[config.mk]
export PLATFORM = sky130hd
export DESIGN_NAME = rom_char_reader
export DESIGN_NICKNAME = d
export VERILOG_FILES = /design/src/rtl/rom_char_reader.sv
export SDC_FILE = /design/constraint.sdc
export NUM_CORES = 1
export LEC_CHECK = 0
export ABC_CLOCK_PERIOD_IN_PS = 1650
export BUFFER_PORTS_ARGS = -buffer_cell sky130_fd_sc_hd__buf_2
export CAP_MARGIN = 20
export CORE_AREA = 4 4 41 43
export DETAILED_ROUTE_END_ITERATION = 12
export DIE_AREA = 0 0 45 47
export PLACE_DENSITY_LB_ADDON = 0.25
export SYNTH_ARGS = -nofsm -noshare
export SYNTH_HDL_FRONTEND = slang
export SYNTH_SLANG_ARGS = --single-unit
export TNS_END_PERCENT = 20
[constraint.sdc]
create_clock -name clock -period 1.65 [get_ports clock]
set_input_delay 0.2475 -clock clock [delete_from_list [all_inputs] [get_ports clock]]
set_output_delay 0.2475 -clock clock [all_outputs]
set_load 0.1 [all_outputs]
[src/rtl/rom_char_reader.sv]
// -----------------------------------------------------------------------------
// rom_char_reader
//
// Character source for the HTML parsing front end. A page image sits in a ROM
// and is streamed out one character per request from the parser FSM. The
// stream ends at a NUL entry or at the end of the ROM. In loop mode it wraps
// back to START_ADDR and keeps going instead.
//
// Ports
//   clock         in   1          system clock, rising edge
//   resetn        in   1          asynchronous, active-low reset
//   state_enable  in   1          request level; one character per low->high period
//   rewind        in   1          synchronous restart of the stream
//   char          out  CHAR_W     current character, held until the next one
//   char_valid    out  1          one-cycle pulse when char is updated
//   has_finished  out  1          stream exhausted (LOOP=0 only), sticky
//   char_count    out  ADDR_W+1   characters emitted in the current pass
//
// ROM contents come from INIT_IMAGE (entry i at bits [i*CHAR_W +: CHAR_W]).
// -----------------------------------------------------------------------------
module rom_char_reader #(
    parameter int                      CHAR_W     = 8,
    parameter int                      DEPTH      = 64,
    parameter int                      ADDR_W     = 6,
    parameter string                   INIT_FILE  = "page.hex",
    parameter int                      START_ADDR = 1,
    parameter bit                      LOOP       = 1'b0,
    parameter logic [DEPTH*CHAR_W-1:0] INIT_IMAGE = '0
) (
    input  logic              clock,
    input  logic              resetn,
    input  logic              state_enable,
    input  logic              rewind,
    output logic [CHAR_W-1:0] char,
    output logic              char_valid,
    output logic              has_finished,
    output logic [ADDR_W:0]   char_count
);

    typedef enum logic [2:0] {
        IDLE,
        FETCH,
        READ,
        WAIT_LOW,
        DONE
    } state_t;

    localparam logic [ADDR_W:0] START    = (ADDR_W+1)'(START_ADDR);
    localparam logic [ADDR_W:0] END_ADDR = (ADDR_W+1)'(DEPTH);

    state_t            state;
    logic [ADDR_W:0]   addr;
    logic [CHAR_W-1:0] q;
    logic              at_end;

    logic [CHAR_W-1:0] mem [DEPTH];

    // ROM image taken from the INIT_IMAGE parameter.
    initial begin
        for (int i = 0; i < DEPTH; i++) begin
            mem[i] = INIT_IMAGE[i*CHAR_W +: CHAR_W];
        end
    end

    // Synchronous ROM read. addr has one spare bit so that addr==DEPTH can
    // mark the end of the image; only the low bits index the array.
    always_ff @(posedge clock) begin
        q <= mem[addr[ADDR_W-1:0]];
    end

    // '>=' also covers a START_ADDR placed beyond the image.
    assign at_end = (addr >= END_ADDR) || (q == '0);

    // Request FSM. Rewind has priority over everything else and cancels
    // any read that is still in FETCH/READ.
    always_ff @(posedge clock or negedge resetn) begin
        if (!resetn) begin
            state        <= IDLE;
            addr         <= START;
            char         <= '0;
            char_valid   <= 1'b0;
            has_finished <= 1'b0;
            char_count   <= '0;
        end else if (rewind) begin
            addr         <= START;
            has_finished <= 1'b0;
            char_count   <= '0;
            char_valid   <= 1'b0;
            // A request level still high during rewind must not count as a
            // new request, so wait for it to drop first.
            state        <= state_enable ? WAIT_LOW : IDLE;
        end else begin
            char_valid <= 1'b0;
            case (state)
                IDLE: begin
                    if (state_enable) begin
                        state <= FETCH;
                    end
                end
                FETCH: begin
                    state <= READ;
                end
                READ: begin
                    if (!at_end) begin
                        char       <= q;
                        char_valid <= 1'b1;
                        addr       <= addr + 1'b1;
                        char_count <= char_count + 1'b1;
                        state      <= WAIT_LOW;
                    end else if (LOOP) begin
                        // Wrap and re-fetch so the pending request is still served.
                        addr       <= START;
                        char_count <= '0;
                        state      <= FETCH;
                    end else begin
                        has_finished <= 1'b1;
                        state        <= DONE;
                    end
                end
                WAIT_LOW: begin
                    if (!state_enable) begin
                        state <= IDLE;
                    end
                end
                DONE: begin
                    state <= DONE;
                end
                default: begin
                    state <= IDLE;
                end
            endcase
        end
    end

endmodule
Yosys cells after proc, flatten, opt, wreduce, memory -nomap -nowiden
Cells that the tools add are included.
- bitwise operators: 2
- add/sub/neg operators: 2
- equality and inequality tests: 7
- reductions and logical operators: 9
- $lt $le $gt $ge: 1
- muxes and demuxes: 18
- operators by type and width (operator ; number):
    $mux W7 ; 6
    $pmux W3 S5 ; 1
    $add A7 B1 Y7 const B ; 2
    $mux W3 ; 4
    $logic_not A8 Y1 ; 1
    $ge A7 B7 Y1 const B ; 1
    $eq A3 B2 Y1 const B ; 2
    $mux W1 ; 6
    $ne A3 B3 Y1 const B ; 2
    $reduce_and A2 Y1 ; 3
    $reduce_bool A2 Y1 ; 2
    $eq A3 B1 Y1 const B ; 1
    $eq A3 B3 Y1 const B ; 1
    $logic_not A3 Y1 ; 1
    $reduce_and A3 Y1 ; 1
    $mux W2 ; 1
    $ne A2 B2 Y1 const B ; 1
    $not A1 Y1 ; 2
    $logic_or A1 B1 Y1 ; 1
- flip-flop bits (word level): 35

Depth between registers and ports, before layout
Gate-level depths: netlist of the first run.
- depth after elaboration: 5
- gate-level depth with buffers: 3
- gate-level depth less buffers: 2

Worst setup path before layout of the first run
Ideal clock, no wire load.
- kind: reg2reg
- from: reg, netlist name has_finished
- to: reg has_finished
- clock period less this slack: 1.223 ns
- required time: 1.577 ns
- path slack: 0.427 ns
- data arrival time: 1.150 ns
- cell stages (with the launch flop): 3
- cells stage by stage: dfrtp_1 -> inv_1 -> a21oi_2
- RTL lines (item ; line ; source):
    end signal: assignment ; 82 ; has_finished <= 1'b0;
    end signal: assignment ; 86 ; has_finished <= 1'b0;
    end signal: assignment ; 116 ; has_finished <= 1'b1;
    end: declaration ; 36 ; output logic has_finished,

Worst setup path in the final report of the first run
- from: reg char_count[4]
- to: out char_count[4]
- RTL lines (item ; line ; source):
    start: declaration ; 37 ; output logic [ADDR_W:0] char_count
    start signal: assignment ; 108 ; char_count <= char_count + 1'b1;
No word-level cell between the ends.

==> results of run 1 <==
metrics by stage:
step	std cells	power (mW)	hold slack [ns]	utilization [%]
floorplan	50	0.467	-0.0481	-
CTS	71	0.657	0.218	42.7
global placement	66	0.468	0.131	39.9
detailed placement	66	0.469	0.133	39.9
global route	71	0.678	0.235	42.7
finish	71	0.646	0.227	42.7
Yosys cell counts:
| cell | instances |
|---|---|
| dfrtp_1 | 11 |
| buf_4 | 9 |
| nor2b_1 | 9 |
| inv_1 | 2 |
| a21oi_2 | 1 |
| and2b_2 | 1 |
| buf_6 | 1 |
| conb_1 | 1 |
| nand2_1 | 1 |
| nor2_1 | 1 |
| nor3_1 | 1 |
| o22a_1 | 1 |
| o41ai_2 | 1 |
| or3b_1 | 1 |
| xnor2_1 | 1 |
how the worst min path moves through the flow:
stage                 start            end  slack (ns)  depth (start not counted)
3_3_place_gp         resetn       state[1]        0.13                          1
2_1_floorplan        resetn  char_count[0]       -0.05                          0
3_5_place_dp         resetn  char_count[6]        0.13                          1
6_report       state_enable       state[0]        0.23                          3
5_1_grt        state_enable       state[1]        0.23                          2
4_1_cts        state_enable       state[0]        0.22                          3
state kept, by name, indices dropped and copies added (netlist names):
signal        flops
char_count        7
state             3
has_finished      1
power by group:
part / switching [mW] / leakage [nW] / internal, mW / total, mW
clock: 0.0880 / 0.0150 / 0.0933 / 0.181
combinational: 0.139 / 0.144 / 0.0293 / 0.168
sequential: 0.0137 / 0.148 / 0.283 / 0.296
per-layer routing:
| metal | share of wire [%] | GRT usage [%] | wire length, µm | up-vias |
|---|---|---|---|---|
| met2 | 40 | 10.7 | 302 | 13 |
| met3 | 7.6 | 3.45 | 57 | 2 |
| met1 | 51 | 12.1 | 380 | 128 |
| met4 | 1.3 | 7.02 | 10 | 0 |
| li1 | - | - | - | 143 |
| met5 | 0 | 0 | 0 | - |
what timing repair did:
action                                  CTS  global route
endpoints found under the setup margin    0             0
hold buffers                              1             0
endpoints found under the hold margin    11             0
tightest hold or removal path, stage by stage:
cell     delay (ns)
buf_2          0.10
nand2_1        0.06
o41ai_2        0.04
kinds of logic after synthesis:
logic type / Yosys count / share of synthesized area [%]
xor+xnor: 1 / 1.77
other cells: 1 / 0.759
buf+inv: 12 / 17.5
simple gates: 14 / 17.5
flops: 11 / 55.7
compound gates: 3 / 6.84
cell type report:
cell class,count,area (µm²)
Clock buffer,4,26.3
Fill cell,137,746
Inverter,2,7.51
Multi-Input combinational cell,27,163
Sequential cell,11,275
Tap cell,15,18.8
Timing Repair Buffer,12,65.1
==> results.md, run 1 <==
* Latest clock arrival within the worst-skew pair at roughly 0.26 ns
* DR WL/cell at ~11 µm
* Post-Synthesis Cell Area at 494 µm²
* DRC at 0
* Worst Path Max Fanout at 2
* Worst VDD drop at roughly 0.56 mV
* First-pass GRT wire length at roughly 1200 µm
* Share of cells above drive strength 1 at 30.4%
* Worst Setup EP: char_count[4]
* Netlist cell types at 15
* Initial core utilization at a little under two fifths
* CTS buffer count at 3
* FF-to-FF Start: state[2]
* Chip height at 47 µm
* Count of buffer and inverter cells on the critical path at 1
* CP Capture Type: primary output
* Post_cts resized at 0
* Crit path launch: char_count[4]
* Period utilization at between 70% and 80%
* DRT Pass-1 Iters at 2
* PortBufs at 11
* Synth warn at 0
* Status: finished, final reports clean
* RSZ-0062 raised after global routing: false
* Critical path depth at 1
* Final Hold Fails at 0
* Pre-CTS setup slack at 0.634 ns
* Flop-to-flop setup slack at between 0.6 and 0.7 ns
* Tightest Hold Check Type: in -> reg
* Reg clk slew, reported paths at around 0.070 ns
* P per Cell Area at ~1200 nW/µm²
* Most frequent cells in the layout: dfrtp_1 (11), buf_2 (11), nor2b_1 (9), conb_1 (9), clkbuf_4 (3)
* Number of max-cap violations at 0
* Worst path slowest cell: buf_2
* Initial antenna violation count at 0
* Finished Cell Area at approximately 560 µm²
* Final min period at around 1.3 ns
* Sink Count at 11
* Worst Path Required at between 1 and 1.5 ns
* Nets at 61
* Max Freq at between 0.7 and 0.8 GHz
* Placed cell area at ~520 µm²
* CP max stage delay at 0.43 ns
* Critical Path AT at approximately 1.0 ns
* Fraction of the yosys area taken by sequential cells at approximately 56%
* Leak at around 0.3 nW
* R2R depth at 2
* Largest net degree at the start of global routing at 13
* Crit-path leading delay family: buffers and inverters
* Final slew viol count at 0
* TritonCTS clock tree: built
* Worst clock skew at 0.000169 ns
* Setup slack after layout at around 0.37 ns
* Post-route antenna net violation count at 0
* Setup crit start kind: register
* Largest cells by area after synthesis: dfrtp_1 (56%), buf_4 (14%), nor2b_1 (11%)
* Tot GR Track Use at under 10%
* Via count at 286
* Root buffer cell: clkbuf_4
* Initial DRC count at 3
* Post-synth top area share at 55.7%
* Post-CTS Setup Bufs at 0
* Congestion Overflow GR at 0
* Die Wd at around 45 µm
* CP Cell Sequence: buf_2
* Hpwl dp at approximately 540 µm
* Cell taking the most area after synthesis: dfrtp_1
* Die footprint at roughly 2100 µm²
* I/O Pins at 21
* Number of synthesized register bits at 11
* Setup TNS at 0 ns
* Antenna diodes at 0
* Final setup fails at 0
* Routed WL at approximately 750 µm
* H-tree levels at 1
* Critical path type: reg -> out
* GP Congestion at ~0.65
* Vias/cell at 4.03
* Mapped Cells at 42
* Syn Area/Cell at 11.8 µm²
* Layout area overhead at 12.4%
* CTS max path bufs at 2
* Core Area at around 1300 µm²
* Crit Reg-Reg Endpoint: has_finished
* Vias in the first global route at roughly 260
* Std cell rows at 13
No activity file was read; power rests on OpenSTA's default activity.
==> run 2, diff against run 1 <==
--- a/config.mk
+++ b/config.mk
@@ -5,7 +5,7 @@
 export SDC_FILE = /design/constraint.sdc
 export NUM_CORES = 1
 export LEC_CHECK = 0
-export ABC_CLOCK_PERIOD_IN_PS = 1650
+export ABC_CLOCK_PERIOD_IN_PS = 1200
 export BUFFER_PORTS_ARGS = -buffer_cell sky130_fd_sc_hd__buf_2
 export CAP_MARGIN = 20
 export CORE_AREA = 4 4 41 43
==> constraint.sdc (replaced) <==
create_clock -name clock -period 1.2 [get_ports clock]
set_input_delay 0.18 -clock clock [delete_from_list [all_inputs] [get_ports clock]]
set_output_delay 0.18 -clock clock [all_outputs]
set_load 0.1 [all_outputs]
==> results.md, run 2 (synthesized netlist as in run 1, its figures left out) <==
* Status: finished, final reports clean
* FF-to-FF Start: state[2]
* Via count at just over 300
* First-pass GRT wire length at 1350 µm
* PortBufs at 11
* Worst clock skew at between 0.001 and 0.0015 ns
* M3 GR Usage at 4.21%
* Post-CTS Setup Bufs at 0
* Placed cell area at roughly 640 µm²
* H-tree levels at 1
* Core Area at roughly 1300 µm²
* Die Wd at approximately 45 µm
* Antenna diodes at 0
* Setup TNS at 0 ns
* CP Capture Type: primary output
* CP Cell Sequence: buf_12
* Hpwl dp at 577 µm
* DRC at 0
* CP max stage delay at between 0.4 and 0.5 ns
* Initial DRC count at 2
* Post-route antenna net violation count at 0
* Chip height at ~47 µm
* Util after Layout at around 52%
* Root buffer cell: clkbuf_4
* Final setup fails at 0
* Critical path type: reg -> out
* Nets at approximately 60
* DR WL/cell at 11.0 µm
* Sw Ratio at between 30% and 40%
* Comb power frac at between 20% and 30%
* Worst Path Max Fanout at 2
* Critical Path AT at between 0.8 and 0.9 ns
* Clock power frac at 27.6%
* Routed WL at 781 µm
* Reg clk slew, reported paths at 0.07 ns
* Most frequent cells in the layout: dfrtp_1 (10), nor2b_1 (9), conb_1 (9)
* GP Congestion at just over 0.6
* Vias/cell at 4.27
* Number of max-cap violations at 0
* Setup slack after layout at 0.157 ns
* Die footprint at 2120 µm²
* Period utilization at around 87%
* Max reg flops at 7
* Final Hold Fails at 0
* Commonest non-fill, non-tap cell in the layout: dfrtp_1
* Setup crit start kind: register
* Tightest Hold Check Type: in -> reg
* Finished Cell Area at 678 µm²
* Latest clock arrival within the worst-skew pair at 0.27 ns
* Post-route total power at about 910 µW
* Std cell rows at 13
* Worst VDD drop at roughly 0.66 mV
* Final min period at 1.04 ns
* M2 GR Usage at 13.3%
* Hold Path Stages at 2
* RSZ-0062 raised after global routing: false
* Leak at between 0.3 and 0.4 nW
* NetSw at ~340 µW
* Tot GR Track Use at 9.29%
* Worst Path Required at slightly above 1 ns
* Sink Count at 11
* Final slew viol count at 0
* Largest regs: char_count x7, state x3, has_finished x1
* R2R depth at 2
* Register bank with the most flops: char_count
* Crit Reg-Reg Endpoint: has_finished
* Pre-CTS setup slack at between 0.15 and 0.2 ns
* I/O Pins at 21
* Flop pwr share at 45.3%
* Vias in the first global route at slightly above 300
* FILL cells at between 100 and 150
* GRT Max-Usage Layer: met2
* Layout area overhead at 37.2%
* P per Cell Area at ~1300 nW/µm²
* Worst path slowest cell: dfrtp_1
* Initial core utilization at between 30% and 40%
* Hold Path Sink: state[1]
* Max Freq at ~0.96 GHz
* Worst min-delay path startpoint: state_enable
* TritonCTS clock tree: built
* Largest net degree at the start of global routing at 13
* Share of cells above drive strength 1 at 33.9%
* M1 GR Usage at a little under an eighth
* Flop-to-flop setup slack at between 0.15 and 0.2 ns
* Congestion Overflow GR at 0
* CTS max path bufs at 2
* CTS buffer count at 3
* Initial antenna violation count at 0
* Count of buffer and inverter cells on the critical path at 1
* Internal power at between 500 and 600 µW
* DRT Pass-1 Iters at 2
* Crit-path leading delay family: flip-flops
run 2: changes by cell type in the layout (fill, tap and decap cells not counted), sizes merged:
cell	change
clkinv	+1
clkbuf	-1
run 2: worst max path at each step:
stage	startpoint	to	cells after the start
2_1_floorplan	char_count[0]	char_count[0]	1
5_1_grt	char_count[2]	char_count[2]	1
6_report	char_count[0]	char_count[0]	1
4_1_cts	char_count[0]	char_count[0]	1
3_3_place_gp	state[2]	has_finished	2
3_5_place_dp	state[2]	has_finished	2
run 2: cell type report:
type                       instances  area (µm²)  area share, %
multi-input combinational         27         163           24.0
inverter                           2        7.51           1.11
tap                               15        18.8           2.77
sequential                        11         277           40.8
timing repair buffer              12         185           27.3
clock buffer                       3        22.5           3.32
clock inverter                     1        5.00          0.738
run 2: layer usage:
layer / share of wire (%) / vias to the layer above
met5: 0 / -
met4: 0 / 0
met3: 10 / 0
met2: 45 / 16
met1: 44 / 146
li1: - / 141
run 2: repair_timing:
item	4_1_cts	5_1_grt
resized for setup	0	0
setup endpoints to repair	0	0
endpoints found under the hold margin	11	0
hold buffers	1	0
run 2: metrics by stage:
| stage | cells | hold WS [ns] |
|---|---|---|
| finish | 71 | 0.163 |
| global route | 71 | 0.159 |
| floorplan | 50 | -0.116 |
| detailed placement | 66 | 0.0610 |
| global placement | 66 | 0.0601 |
| CTS | 71 | 0.152 |
run 2: power by group through the flow:
stage | clock (mW) | sequential, mW | combinational, mW
global placement | 0 | 0.417 | 0.243
floorplan | 0 | 0.445 | 0.198
detailed placement | 0 | 0.418 | 0.244
global route | 0.292 | 0.415 | 0.258
finish | 0.250 | 0.411 | 0.245
CTS | 0.260 | 0.411 | 0.247
